==> config.mk <==
export PLATFORM = sky130hd
export DESIGN_NAME = logic_unit_arbiter_flat
export DESIGN_NICKNAME = d
export VERILOG_FILES = /design/src/rtl/logic_unit_arbiter_if.sv /design/src/rtl/logic_unit_arbiter.sv /design/src/flat_wrapper.sv
export SDC_FILE = /design/constraint.sdc
export NUM_CORES = 1
export LEC_CHECK = 0
export ABC_AREA = 1
export CORE_UTILIZATION = 53
export DETAILED_ROUTE_END_ITERATION = 8
export GPL_TIMING_DRIVEN = 0
export PLACE_DENSITY = 0.87
export SYNTH_ARGS = -nofsm -noshare
export SYNTH_HDL_FRONTEND = slang
export SYNTH_SLANG_ARGS = --single-unit
==> constraint.sdc <==
create_clock -name clk -period 2.5 [get_ports clk]
set_input_delay 0.375 -clock clk [delete_from_list [all_inputs] [get_ports clk]]
set_output_delay 0.375 -clock clk [all_outputs]
set_load 0.1 [all_outputs]
==> src/rtl/logic_unit_arbiter_if.sv <==
// Handshake bundle between the two issue ports, the arbiter and the result consumer.
interface logic_unit_arbiter_if #(parameter int WIDTH = 32);
  logic             req0_valid, req0_ready;
  logic [1:0]       req0_op;
  logic [WIDTH-1:0] req0_a, req0_b;
  logic             req1_valid, req1_ready;
  logic [1:0]       req1_op;
  logic [WIDTH-1:0] req1_a, req1_b;
  logic             resp_valid, resp_ready, resp_id;
  logic [WIDTH-1:0] resp_data;

  modport slave (
    input  req0_valid, req0_op, req0_a, req0_b,
    input  req1_valid, req1_op, req1_a, req1_b,
    input  resp_ready,
    output req0_ready, req1_ready, resp_valid, resp_id, resp_data
  );

  modport master (
    output req0_valid, req0_op, req0_a, req0_b,
    output req1_valid, req1_op, req1_a, req1_b,
    output resp_ready,
    input  req0_ready, req1_ready, resp_valid, resp_id, resp_data
  );
endinterface

==> src/rtl/logic_unit_arbiter.sv <==
// Round-robin arbiter and IDLE/EXEC/RESP sequencer in front of one shared
// 32-bit bitwise unit; one operation in flight, tagged response with backpressure.
module logic_unit_arbiter #(
  parameter int WIDTH = 32,
  parameter int CNT_W = 16
) (
  input  logic                 clk,
  input  logic                 rst_n,
  logic_unit_arbiter_if.slave  bus,
  output logic                 busy,
  output logic [CNT_W-1:0]     op_count
);
  typedef enum logic [1:0] {IDLE = 2'd0, EXEC = 2'd1, RESP = 2'd2} state_t;

  typedef struct packed {
    logic [1:0]       op;
    logic [WIDTH-1:0] a;
    logic [WIDTH-1:0] b;
  } req_t;

  state_t           state, state_nxt;
  req_t [1:0]       req;
  req_t             cap;
  logic [1:0]       vld, gnt;
  logic             win, last_grant, cap_id;
  logic             resp_id_q;
  logic [WIDTH-1:0] resp_data_q;

  function automatic logic [WIDTH-1:0] lu(input req_t r);
    case (r.op)
      2'b00:   lu = r.a & r.b;
      2'b01:   lu = r.a | r.b;
      2'b10:   lu = r.a ^ r.b;
      default: lu = ~(r.a | r.b);
    endcase
  endfunction

  assign vld    = {bus.req1_valid, bus.req0_valid};
  assign req[0] = {bus.req0_op, bus.req0_a, bus.req0_b};
  assign req[1] = {bus.req1_op, bus.req1_a, bus.req1_b};

  always_comb begin
    state_nxt = state;
    gnt       = 2'b00;
    win       = 1'b0;
    case (state)
      IDLE: if (|vld) begin
        // on a tie the requester not served last wins
        win       = (&vld) ? ~last_grant : vld[1];
        gnt       = win ? 2'b10 : 2'b01;
        state_nxt = EXEC;
      end
      EXEC:    state_nxt = RESP;
      RESP:    if (bus.resp_ready) state_nxt = IDLE;
      default: state_nxt = IDLE;
    endcase
  end

  always_ff @(posedge clk or negedge rst_n) begin
    if (!rst_n) begin
      state       <= IDLE;
      last_grant  <= 1'b1;
      cap         <= '0;
      cap_id      <= 1'b0;
      resp_data_q <= '0;
      resp_id_q   <= 1'b0;
      op_count    <= '0;
    end else begin
      state <= state_nxt;
      if (|gnt) begin
        last_grant <= win;
        cap        <= req[win];
        cap_id     <= win;
      end
      if (state == EXEC) begin
        resp_data_q <= lu(cap);
        resp_id_q   <= cap_id;
      end
      if (state == RESP && bus.resp_ready) op_count <= op_count + CNT_W'(1);
    end
  end

  assign bus.req0_ready = gnt[0];
  assign bus.req1_ready = gnt[1];
  assign bus.resp_valid = (state == RESP);
  assign bus.resp_data  = resp_data_q;
  assign bus.resp_id    = resp_id_q;
  assign busy           = (state != IDLE);
endmodule

==> src/flat_wrapper.sv <==
// flat-port wrapper written by rule: the top's interface ports become plain ports
module logic_unit_arbiter_flat 
#(
  parameter int WIDTH = 32,
  parameter int CNT_W = 16
)
  (clk, rst_n, busy, op_count, bus_req0_valid, bus_req0_op, bus_req0_a, bus_req0_b, bus_req1_valid, bus_req1_op, bus_req1_a, bus_req1_b, bus_resp_ready, bus_req0_ready, bus_req1_ready, bus_resp_valid, bus_resp_id, bus_resp_data);
  logic_unit_arbiter_if #(.WIDTH(WIDTH)) bus_i ();
  input  logic clk;
  input  logic rst_n;
  output logic busy;
  output logic [CNT_W-1:0] op_count;
  input wire logic [$bits(bus_i.req0_valid)-1:0] bus_req0_valid;
  input wire logic [$bits(bus_i.req0_op)-1:0] bus_req0_op;
  input wire logic [$bits(bus_i.req0_a)-1:0] bus_req0_a;
  input wire logic [$bits(bus_i.req0_b)-1:0] bus_req0_b;
  input wire logic [$bits(bus_i.req1_valid)-1:0] bus_req1_valid;
  input wire logic [$bits(bus_i.req1_op)-1:0] bus_req1_op;
  input wire logic [$bits(bus_i.req1_a)-1:0] bus_req1_a;
  input wire logic [$bits(bus_i.req1_b)-1:0] bus_req1_b;
  input wire logic [$bits(bus_i.resp_ready)-1:0] bus_resp_ready;
  output wire logic [$bits(bus_i.req0_ready)-1:0] bus_req0_ready;
  output wire logic [$bits(bus_i.req1_ready)-1:0] bus_req1_ready;
  output wire logic [$bits(bus_i.resp_valid)-1:0] bus_resp_valid;
  output wire logic [$bits(bus_i.resp_id)-1:0] bus_resp_id;
  output wire logic [$bits(bus_i.resp_data)-1:0] bus_resp_data;
  assign bus_i.req0_valid = bus_req0_valid;
  assign bus_i.req0_op = bus_req0_op;
  assign bus_i.req0_a = bus_req0_a;
  assign bus_i.req0_b = bus_req0_b;
  assign bus_i.req1_valid = bus_req1_valid;
  assign bus_i.req1_op = bus_req1_op;
  assign bus_i.req1_a = bus_req1_a;
  assign bus_i.req1_b = bus_req1_b;
  assign bus_i.resp_ready = bus_resp_ready;
  assign bus_req0_ready = bus_i.req0_ready;
  assign bus_req1_ready = bus_i.req1_ready;
  assign bus_resp_valid = bus_i.resp_valid;
  assign bus_resp_id = bus_i.resp_id;
  assign bus_resp_data = bus_i.resp_data;
  logic_unit_arbiter #(.WIDTH(WIDTH), .CNT_W(CNT_W)) u_core (.clk(clk), .rst_n(rst_n), .bus(bus_i), .busy(busy), .op_count(op_count));
endmodule
# Word level (Yosys, flattened, before mapping)
# Cells that the tools add are included.
# word_totals
reg_bits,119
in_bits,137
out_inout_bits,53
wordCells,42
# op_classes
add_sub_neg,1
n_lt_le_gt_ge,1
eq_ne,6
n_mux,12
bitwise_logic,5
reduce_logical,8
# op_table
operator,count
66-bit two-way mux,2
32-bit case mux with 3 select lines,1
32-bit AND,1
32-bit NOT,1
32-bit OR,1
32-bit XOR,1
"16-bit by 1-bit adder with 16-bit output, second input constant",1
2-bit two-way mux,5
2-bit case mux with 3 select lines,1
"2-bit by 1-bit == test with 1-bit output, second input constant",2
"2-bit == test, second input constant",2
2-bit logical NOT,2
2-bit AND reduction,2
2-bit OR reduction,2
1-bit two-way mux,3
"1-bit by 2-bit < comparator with 1-bit output, second input constant",1
"2-bit by 1-bit inequality test with 1-bit output, second input constant",1
"2-bit inequality test, second input constant",1
2-bit nonzero test,1
1-bit logical AND,1
1-bit NOT,1

# Depth between registers and ports, before layout
# Gate-level depths: netlist (run 1).
# depth
word_depth,6
depth_mapped,8
depth_no_buf,8

# Least setup slack after synthesis (run 1)
# Ideal clock, no wire load.
# synth_timing
path_kind,register -> output
startpoint,register u_core.state[1]
endpoint,output port bus_req0_ready
arrival_time_ns,3.027
required_time_ns,2.125
setup_slack_ns,-0.902
path_stages_with_launch,4
n_path_buf,0
cell_sequence,dfrtp_1 inv_2 nand2_4 nor3b_1
# synth_between
elab_chain_cells,2
# synth_lines
item,line,text
start: declaration,logic_unit_arbiter.sv:21,"state_t state, state_nxt;"
start signal: assignment,logic_unit_arbiter.sv:69,state <= state_nxt;
2-bit logical NOT,logic_unit_arbiter.sv:46,case (state)
2-bit two-way mux,logic_unit_arbiter.sv:46,
end: declaration,flat_wrapper.sv:22,output wire logic [$bits(bus_i.req0_ready)-1:0] bus_req0_ready;
# No other way between the ends.

# Final worst setup path (run 1)
# layout_timing
startpoint,register u_core.op_count[12]
endpoint,output port op_count[12]
# layout_rtl
item,line,text
start: declaration,logic_unit_arbiter.sv:11,output logic [CNT_W-1:0] op_count
start signal: assignment,logic_unit_arbiter.sv:79,if (state == RESP && bus.resp_ready) op_count <= op_count + CNT_W'(1);
end: declaration,flat_wrapper.sv:12,output logic [CNT_W-1:0] op_count;
# No word-level cell between the ends.

==> results of run 1 <==
per-stage QoR:
step / util [%] / cell area (um^2)
6_report: 76.19 / 9693
5_1_grt: 76.19 / 9693
4_1_cts: 76.16 / 9689
3_5_place_dp: 71.82 / 9138
3_3_place_gp: 71.60 / 9109
2_1_floorplan: - / 7002
cell type report:
| type | instances | area (um^2) |
|---|---|---|
| clock buffer | 29 | 530.5 |
| sequential | 119 | 2979 |
| clock inverter | 3 | 15.01 |
| multi-input combinational | 553 | 3416 |
| timing repair buffer | 191 | 1931 |
| tap | 172 | 215.2 |
| fill | 919 | 3029 |
| buffer | 49 | 261.5 |
| inverter | 92 | 345.3 |
per-layer routing:
metal / GRT usage, % / vias up
met4: 18.90 / 0
met3: 7.415 / 74
met2: 61.22 / 387
li1: - / 3156
met1: 40.86 / 3316
met5: 0 / -
sequential cells by signal, summed over array words and instances, names as in the netlist:
register              cells
u_core.cap               66
u_core.bus.resp_data     32
u_core.op_count          16
u_core.state              2
u_core.bus.resp_id        1
u_core.cap_id             1
u_core.last_grant         1
logic make-up after synthesis:
logic type,share of synthesized area [%]
AOI/OAI and AO/OA,22.35
and+or+nand+nor,13.39
buffers and inverters,8.673
DFF,42.58
adders and majority gates,11.62
xor gates and xnor gates,1.377
worst register-to-register path, delay by kind of cell, from the launching register on:
| kind | cells | cell delay [ns] |
|---|---|---|
| and+or+nand+nor | 2 | 0.31 |
| buffers and inverters | 2 | 0.62 |
| DFF | 1 | 0.44 |
| AOI/OAI and AO/OA | 2 | 0.46 |
what timing repair did:
item,4_1_cts,5_1_grt
setup endpoints to repair,4,1
hold buffers,1,0
resized for setup,11,1
hold endpoints to repair,40,0
final timing paths:
path,endpoint,depth (start not counted)
worst max-delay path,op_count[12],1
worst min-delay path,u_core.bus.resp_data[12]$_DFFE_PN0N_,2
worst max register to register,u_core.cap[7]$_DFFE_PN0P_,6
worst min register to register,u_core.bus.resp_data[20]$_DFFE_PN0N_,2
max in group asynchronous,u_core.last_grant$_DFFE_PN1P_,3
min in group clk,u_core.bus.resp_data[20]$_DFFE_PN0N_,2
synthesized netlist by cell type, types with 2 or more instances:
| library cell | n | area, um^2 |
|---|---|---|
| a21oi_1 | 5 | 25.02 |
| buf_2 | 25 | 125.1 |
| buf_4 | 2 | 15.01 |
| buf_6 | 5 | 56.30 |
| clkbuf_1 | 15 | 56.30 |
| dfrtp_1 | 118 | 2953 |
| ha_1 | 65 | 813.3 |
| inv_1 | 89 | 334.1 |
| inv_2 | 3 | 11.26 |
| nand2_1 | 113 | 424.2 |
| nand3_1 | 6 | 30.03 |
| nand4_1 | 3 | 18.77 |
| nor2_1 | 93 | 349.1 |
| nor2_2 | 2 | 12.51 |
| nor2_4 | 2 | 22.52 |
| nor3_1 | 2 | 10.01 |
| o211a_1 | 20 | 200.2 |
| o211ai_1 | 7 | 52.55 |
| o21ai_0 | 111 | 555.5 |
| o21ai_1 | 41 | 205.2 |
| o22ai_1 | 48 | 300.3 |
| o22ai_2 | 18 | 225.2 |
| xnor2_1 | 5 | 43.79 |
| xor2_1 | 6 | 52.55 |
power breakdown:
part           total [W]  internal (W)  switching (W)
Combinational    0.00819       0.00249        0.00570
Sequential       0.00332       0.00280       0.000522
Clock            0.00228       0.00142       0.000865
==> summary.txt, run 1 <==
Yosys
  – Number of enable-type register cells in the synthesized netlist: 0
  – Combined area of all synthesized cells: 6997 um^2
  – Syn Area/Cell: 8.606 um^2
  – Net count after synthesis: 1015
  – Gate count of the mapped netlist: 813
  – Syn. warnings: 0
  – Number of synthesized register bits: 119
  – Top flip-flop cell by instance count after synthesis: dfrtp_1
  – Distinct cells, synth: 33
  – Post-synthesis sequential area ratio: 42.58%
  – Proportion of register bits with asynchronous set or reset after synthesis: 100.0%

Clocking
  – # H-tree levels: 4
  – Root Driver: clkbuf_16
  – Deepest clock path buffer count: 2
  – TritonCTS buffer count: 17
  – CTS tree: done
  – Clk Latency, worst-skew pair: 0.43 ns
  – Worst-path clk slew: 0.06 ns
  – Buffer count from post-CTS setup fixing: 0
  – Clock sink count: 119

Layout
  – Fraction of layout cells with a size suffix above 1: 8.977%
  – Commonest non-fill, non-tap cell in the layout: clkdlybuf4s50_1
  – Final Instance Count excl. Fillers: 1208
  – Antenna cell count: 0
  – Most frequent cells in the layout: clkdlybuf4s50_1, dfrtp_1, nand2_1
  – Final nets: 1225
  – Area growth from synthesis to layout: 38.54%

Placed design
  – Cell count after placement: 1175
  – Count of input and output buffers: 189
  – Post-DP HPWL: 15.60 mm
  – Routability-driven placement congestion ratio: 0.8430
  – Worst Setup Slack post-DPL: -0.7545 ns

STA
  – RSZ-0062 raised after global routing: false
  – Slew at the pin with the worst max-slew slack: 1.042 ns
  – Final setup vio count: 0
  – Total negative slack for setup checks: 0 ns
  – Worst Clk Skew: 0.007111 ns
  – Relative slew margins: 30.32%
  – Hold WS: 0.4223 ns
  – Peak Freq: 0.4149 GHz
  – Number of slew-limit violations in the final report: 0
  – Period utilisation layout: 96.40%
  – Setup slack after layout: 0.09003 ns
  – Number of failing hold endpoints at the final stage: 0
  – Minimum period implied by the final worst setup slack: 2.410 ns

Floorplan
  – Height of the die: 116.9 um
  – Core Area: 12720 um^2
  – Number of top-level pins: 190
  – Die width: 116.9 um
  – Row Count: 41
  – Initial Utilization: 55.00%
  – Area of the die: 13660 um^2

Outcome
  – Run status: finished, final reports clean

Critical path
  – Cell-by-cell trace of the critical path: clkdlybuf4s50_1
  – Critical path data required time: 2.12 ns
  – Critical-path maximum fanout: 6
  – Critical path data arrival time: 2.03 ns
  – Highest cell delay on the worst timing path: 1.17 ns
  – Worst path buffer plus inverter count: 1
  – Gate family responsible for the most delay along the worst path: buffers and inverters
  – Reg2Reg Setup Slack: 0.60 ns
  – Setup crit end kind: primary output
  – Max stage delay cell, worst path: clkdlybuf4s50_1
  – Worst Setup Path Type: register to primary output
  – Setup crit start: u_core.op_count[12]$_DFFE_PN0P_
  – Sort of element at the start of the critical path: register
  – Beginning of the worst register-to-register path: u_core.state[1]$_DFFE_PN0P_

Drt
  – Wire length per cell: 18.95 um
  – DRC violation count after routing: 0
  – Met3 Routed Length: 1.890 mm
  – DRC violation total after the first TritonRoute iteration: 597
  – Detailed-routing wirelength on met1: 8.960 mm
  – Highest metal layer with signal wires: met4
  – Remaining number of nets flagged by the antenna check after routing: 0
  – Detailed Routing Iterations Pass 1: 5
  – Routed length on met2: 11.22 mm
  – Sum of routed wire length over all layers: 22.89 mm
  – Total via count in the routed design: 6933
  – Average vias per placed instance: 5.739

Global route
  – Global-route wire length before repair: 35.11 mm
  – Via count of the first global-routing pass: 7043
  – Maximum number of pins on one net before global-route repair: 80
  – Total global routing track utilization: 35.21%
  – Initial antenna violation count: 0
  – Leftover overflow at the end of global routing: 0

Pwr
  – Largest voltage drop on the vdd net: 0.7800 mV
  – Total design power: 0.01380 W
  – Standby leakage power: 4.540 nW
  – Power density relative to cell area: 1423 nW/um^2

Flow run
  – Count of maximum capacitance violations: 0

Min path
  – Worst hold path type: input pin to asynchronous set/reset pin
No activity file was read; power rests on OpenSTA's default activity.
==> inputs of run 2 (changes only) <==
--- a/config.mk
+++ b/config.mk
@@ -6,6 +6,7 @@
 export NUM_CORES = 1
 export LEC_CHECK = 0
 export ABC_AREA = 1
+export CORE_ASPECT_RATIO = 0.9
 export CORE_UTILIZATION = 53
 export DETAILED_ROUTE_END_ITERATION = 8
 export GPL_TIMING_DRIVEN = 0
==> run 2 against run 1 <==
Against the previous run: clock-buffer cell count did not move; wire length is 1.2% lower; first-iteration DRC count up 13%; design area grew 0.15%; utilization decreased by 0.26 points; power is 1.0% higher; fmax down 0.15%; via count decreased by 0.17%; die area is essentially flat; hold slack improved by 0.060 ns; largest cell class unchanged; largest power group unchanged.
==> summary.txt, run 2 (synthesized netlist as in run 1, its figures left out) <==
Clocking
  – Deepest clock path buffer count: 2
  – Worst-path clk slew: 0.06 ns
  – Clk Latency, worst-skew pair: 0.43 ns
  – TritonCTS buffer count: 17
  – # H-tree levels: 4
  – Buffer count from post-CTS setup fixing: 0
  – CTS tree: done
  – Root Driver: clkbuf_16
  – Clock sink count: 119

Placed design
  – Post-DP HPWL: 15.30 mm
  – Routability-driven placement congestion ratio: 0.8757
  – Worst Setup Slack post-DPL: -0.7577 ns
  – Post-Place Cell Area: 9128 um^2
  – Count of input and output buffers: 189

Global route
  – Total global routing track utilization: 34.56%
  – Via count of the first global-routing pass: 6858
  – Maximum number of pins on one net before global-route repair: 61
  – Initial antenna violation count: 0
  – Global-route wire length before repair: 34.96 mm
  – Leftover overflow at the end of global routing: 0

Floorplan
  – Row Count: 39
  – Number of top-level pins: 190
  – Core Area: 12780 um^2
  – Height of the die: 111 um
  – Die width: 123.1 um
  – Initial Utilization: 54.73%
  – Area of the die: 13670 um^2

Layout
  – Max reg flops: 66
  – Fin area: 9708 um^2
  – Fraction of layout cells with a size suffix above 1: 8.977%
  – Area growth from synthesis to layout: 38.75%
  – Antenna cell count: 0
  – Final nets: 1225
  – Commonest non-fill, non-tap cell in the layout: clkdlybuf4s50_1
  – Most frequent cells in the layout: clkdlybuf4s50_1, dfrtp_1, nand2_1
  – Largest register by flop count: u_core.cap

Critical path
  – Critical-path maximum fanout: 10
  – Sort of element at the start of the critical path: register
  – Critical path data arrival time: 2.04 ns
  – Worst Setup Path Type: register to primary output
  – Setup crit end kind: primary output
  – Critical path data required time: 2.12 ns

STA
  – Period utilisation layout: 96.54%
  – Minimum period implied by the final worst setup slack: 2.414 ns
  – Peak Freq: 0.4143 GHz
  – Setup slack after layout: 0.08646 ns
  – Total negative slack for setup checks: 0 ns
  – Number of slew-limit violations in the final report: 0
  – RSZ-0062 raised after global routing: false
  – Hold WS: 0.4819 ns
  – Final setup vio count: 0
  – Relative slew margins: 29.85%
  – Worst Clk Skew: 0.006633 ns
  – Number of failing hold endpoints at the final stage: 0
  – Slew at the pin with the worst max-slew slack: 1.049 ns

Pwr
  – Relative contribution of sequential cells to total power: 23.9%
  – Part of the power in combinational logic: 58.9%
  – Net load switching power: 0.007120 W
  – Largest voltage drop on the vdd net: 1.016 mV
  – Power density relative to cell area: 1436 nW/um^2
  – Switching Share: 51.07%
  – Clock power frac: 17.1%
  – Standby leakage power: 4.550 nW
  – Total internal power: 0.006821 W

Drt
  – Total via count in the routed design: 6921
  – DRC violation total after the first TritonRoute iteration: 674
  – Sum of routed wire length over all layers: 22.61 mm
  – DRC violation count after routing: 0
  – Average vias per placed instance: 5.768
  – Wire length per cell: 18.84 um
  – Detailed Routing Iterations Pass 1: 5
  – Remaining number of nets flagged by the antenna check after routing: 0

Min path
  – Worst hold path type: register to register

Outcome
  – Run status: finished, final reports clean

Flow run
  – Count of maximum capacitance violations: 0
[run 2: power by group through the flow]
stage | clock [W] | combinational [W] | sequential [W]
CTS | 0.00238 | 0.00811 | 0.00331
detailed placement | 0 | 0.00800 | 0.00333
finish | 0.00239 | 0.00822 | 0.00333
floorplan | 0 | 0.00383 | 0.00513
global placement | 0 | 0.00777 | 0.00329
global route | 0.00248 | 0.00881 | 0.00341
[run 2: critical path, stage by stage (launching register included)]
cell     delay [ns]
dfrtp_1        0.45
inv_2          0.11
nand2_4        0.10
nor2_8         0.19
buf_6          0.18
buf_2          0.30
buf_6          0.27
[run 2: timing repair]
item	4_1_cts	5_1_grt
endpoints found under the setup margin	4	1
hold buffers	1	0
gates resized for setup	11	1
hold endpoints to repair	59	0
[run 2: worst paths after layout]
check | from | end | slack, ns | depth (start not counted)
worst max-delay path | u_core.state[1]$_DFFE_PN0P_ | bus_req1_ready | 0.09 | 6
worst min-delay path | u_core.bus.resp_data[5]$_DFFE_PN0N_ | u_core.bus.resp_data[5]$_DFFE_PN0N_ | 0.48 | 2
worst max register to register | u_core.state[1]$_DFFE_PN0P_ | u_core.cap[7]$_DFFE_PN0P_ | 0.65 | 6
worst min register to register | u_core.bus.resp_data[5]$_DFFE_PN0N_ | u_core.bus.resp_data[5]$_DFFE_PN0N_ | 0.48 | 2
max in group asynchronous | rst_n | u_core.last_grant$_DFFE_PN1P_ | 1.27 | 3
min in group asynchronous | rst_n | u_core.bus.resp_data[13]$_DFFE_PN0N_ | 0.49 | 2
[run 2: through the flow]
stage               power (W)  utilization, %  cells
finish                0.01394           75.93   1200
global route          0.01470           75.93   1200
CTS                   0.01380           75.91   1200
detailed placement    0.01132           71.39   1167
global placement      0.01107           71.17   1166
floorplan            0.008963               -    813
[run 2: per-layer routing]
layer  track usage, %  routed length (um)
met1            43.52                9198
met2            56.52               10630
met3            7.613                2004
met4            15.34                 770
met5                0                   0
[run 2: layout make-up]
type / instances / area, um^2
Multi-Input combinational cell: 553 / 3416
Buffer: 49 / 261.5
Sequential cell: 119 / 2979
Tap cell: 164 / 205.2
Inverter: 92 / 345.3
Timing Repair Buffer: 191 / 1931
Fill cell: 918 / 3077
Clock buffer: 29 / 530.5
Clock inverter: 3 / 40.04
==> inputs of run 3 (changes only) <==
--- a/config.mk
+++ b/config.mk
@@ -6,8 +6,10 @@
 export NUM_CORES = 1
 export LEC_CHECK = 0
 export ABC_AREA = 1
+export ABC_CLOCK_PERIOD_IN_PS = 2500
 export CORE_ASPECT_RATIO = 0.9
 export CORE_UTILIZATION = 53
+export CTS_BUF_LIST = sky130_fd_sc_hd__clkbuf_16
 export DETAILED_ROUTE_END_ITERATION = 8
 export GPL_TIMING_DRIVEN = 0
 export PLACE_DENSITY = 0.87
==> run 3 against run 2 <==
Against the previous run: via count is 1.1% lower; worst setup slack better by 0.0018 ns; fmax hardly changed; register-to-register slack hardly changed; critical path depth is 5 lower; die area stayed put; largest power group unchanged.
==> summary.txt, run 3 (synthesized netlist as in run 1, its figures left out) <==
STA
  – RSZ-0062 raised after global routing: false
  – Worst Clk Skew: 0.005514 ns
  – Peak Freq: 0.4146 GHz
  – Number of failing hold endpoints at the final stage: 0
  – Final setup vio count: 0
  – Number of slew-limit violations in the final report: 0
  – Period utilisation layout: 96.47%
  – Relative slew margins: 30.29%
  – Slew at the pin with the worst max-slew slack: 1.042 ns
  – Minimum period implied by the final worst setup slack: 2.412 ns

Critical path
  – Worst Setup Path Type: register to primary output
  – Critical path data required time: 2.12 ns
  – Setup crit end kind: primary output
  – Critical path data arrival time: 2.04 ns
  – Sort of element at the start of the critical path: register
  – Worst path buffer plus inverter count: 1
  – Highest cell delay on the worst timing path: 1.17 ns
  – Max stage delay cell, worst path: clkdlybuf4s50_1
  – Gate family responsible for the most delay along the worst path: buffers and inverters
  – Critical-path maximum fanout: 6
  – Cell-by-cell trace of the critical path: clkdlybuf4s50_1

Placed design
  – Routability-driven placement congestion ratio: 0.8757
  – Post-Place Cell Area: 9128 um^2
  – Post-DP HPWL: 15.30 mm
  – Count of input and output buffers: 189
  – Cell count after placement: 1167

Drt
  – Detailed Routing Iterations Pass 1: 5
  – Wire length per cell: 18.86 um
  – Average vias per placed instance: 5.703
  – Total via count in the routed design: 6844
  – DRC violation count after routing: 0
  – Sum of routed wire length over all layers: 22.63 mm
  – DRC violation total after the first TritonRoute iteration: 740
  – Remaining number of nets flagged by the antenna check after routing: 0

Layout
  – Final Instance Count excl. Fillers: 1200
  – Max reg flops: 66
  – Antenna cell count: 0
  – Largest register by flop count: u_core.cap
  – Fraction of layout cells with a size suffix above 1: 8.398%
  – Commonest non-fill, non-tap cell in the layout: clkdlybuf4s50_1
  – Layout Utilization: 75.46%
  – Most frequent cells in the layout: clkdlybuf4s50_1, dfrtp_1, nand2_1
  – Area growth from synthesis to layout: 37.89%
  – Final nets: 1225
  – Fin area: 9648 um^2

Pwr
  – Switching Share: 51.85%
  – Part of the power in combinational logic: 59.9%
  – Net load switching power: 0.007117 W
  – Standby leakage power: 4.541 nW
  – Total internal power: 0.006608 W
  – Clock power frac: 15.9%
  – Total design power: 0.01373 W
  – Power density relative to cell area: 1423 nW/um^2
  – Relative contribution of sequential cells to total power: 24.3%
  – Largest voltage drop on the vdd net: 0.8850 mV

Global route
  – Via count of the first global-routing pass: 6794
  – Global-route wire length before repair: 34.58 mm
  – Total global routing track utilization: 34.14%
  – Initial antenna violation count: 0
  – Maximum number of pins on one net before global-route repair: 61
  – Leftover overflow at the end of global routing: 0

Outcome
  – Run status: finished, final reports clean

Floorplan
  – Die width: 123.1 um
  – Initial Utilization: 54.73%
  – Row Count: 39
  – Area of the die: 13670 um^2
  – Height of the die: 111 um
  – Number of top-level pins: 190
  – Core Area: 12780 um^2

Clocking
  – TritonCTS buffer count: 17
  – CTS tree: done
  – # H-tree levels: 4
  – Clock sink count: 119
  – Root Driver: clkbuf_16
  – Worst-path clk slew: 0.05 ns
  – Buffer count from post-CTS setup fixing: 0
  – Clk Latency, worst-skew pair: 0.43 ns
  – Deepest clock path buffer count: 2

Flow run
  – Count of maximum capacitance violations: 0

Min path
  – Worst hold path type: input pin to asynchronous set/reset pin
-- run 3: layout make-up --
class	instances	area (um^2)
Multi-Input combinational cell	553	3416
Fill cell	931	3137
Sequential cell	119	2979
Timing Repair Buffer	191	1931
Clock buffer	17	425.4
Inverter	92	345.3
Buffer	49	261.5
Tap cell	164	205.2
Clock inverter	15	85.08
-- run 3: repair_timing --
action | CTS | global route
gates resized for setup | 11 | 1
endpoints found under the setup margin | 4 | 1
hold buffers | 1 | 0
hold endpoints to repair | 59 | 0
-- run 3: final timing paths --
path                       slack [ns]                              endpoint                                 from  depth (start not counted)
max reg2reg                      0.66  u_core.bus.resp_data[21]$_DFFE_PN0N_           u_core.cap[64]$_DFFE_PN0P_                          5
min reg2reg                      0.49   u_core.bus.resp_data[5]$_DFFE_PN0N_  u_core.bus.resp_data[5]$_DFFE_PN0N_                          2
min                              0.49  u_core.bus.resp_data[13]$_DFFE_PN0N_                                rst_n                          2
max                              0.09                          op_count[12]      u_core.op_count[12]$_DFFE_PN0P_                          1
max in group asynchronous        1.27         u_core.last_grant$_DFFE_PN1P_                                rst_n                          3
min in group clk                 0.49   u_core.bus.resp_data[5]$_DFFE_PN0N_  u_core.bus.resp_data[5]$_DFFE_PN0N_                          2
-- run 3: power groups by stage --
stage | combinational, W | clock, W | sequential (W)
after floorplan | 0.00383 | 0 | 0.00513
after detailed placement | 0.00800 | 0 | 0.00333
after global routing | 0.00878 | 0.00226 | 0.00341
after global placement | 0.00777 | 0 | 0.00329
after CTS | 0.00811 | 0.00216 | 0.00331
final | 0.00822 | 0.00218 | 0.00333
-- run 3: layer usage --
metal | up-vias | wire (um) | global-route usage, %
li1 | 3159 | - | -
met1 | 3271 | 9153 | 43.33
met2 | 350 | 10750 | 55.54
met3 | 64 | 1987 | 6.790
met4 | 0 | 737 | 16.06
met5 | - | 0 | 0
-- run 3: through the flow --
step	setup WS (ns)	hold slack (ns)	TNS [ns]
floorplan	0.07418	0.07941	0
global placement	-3.635	0.4621	-431.39
detailed placement	-0.7577	0.3880	-1.135
CTS	0.02494	0.4835	0
global route	0.02323	0.5030	0
finish	0.08830	0.4895	0
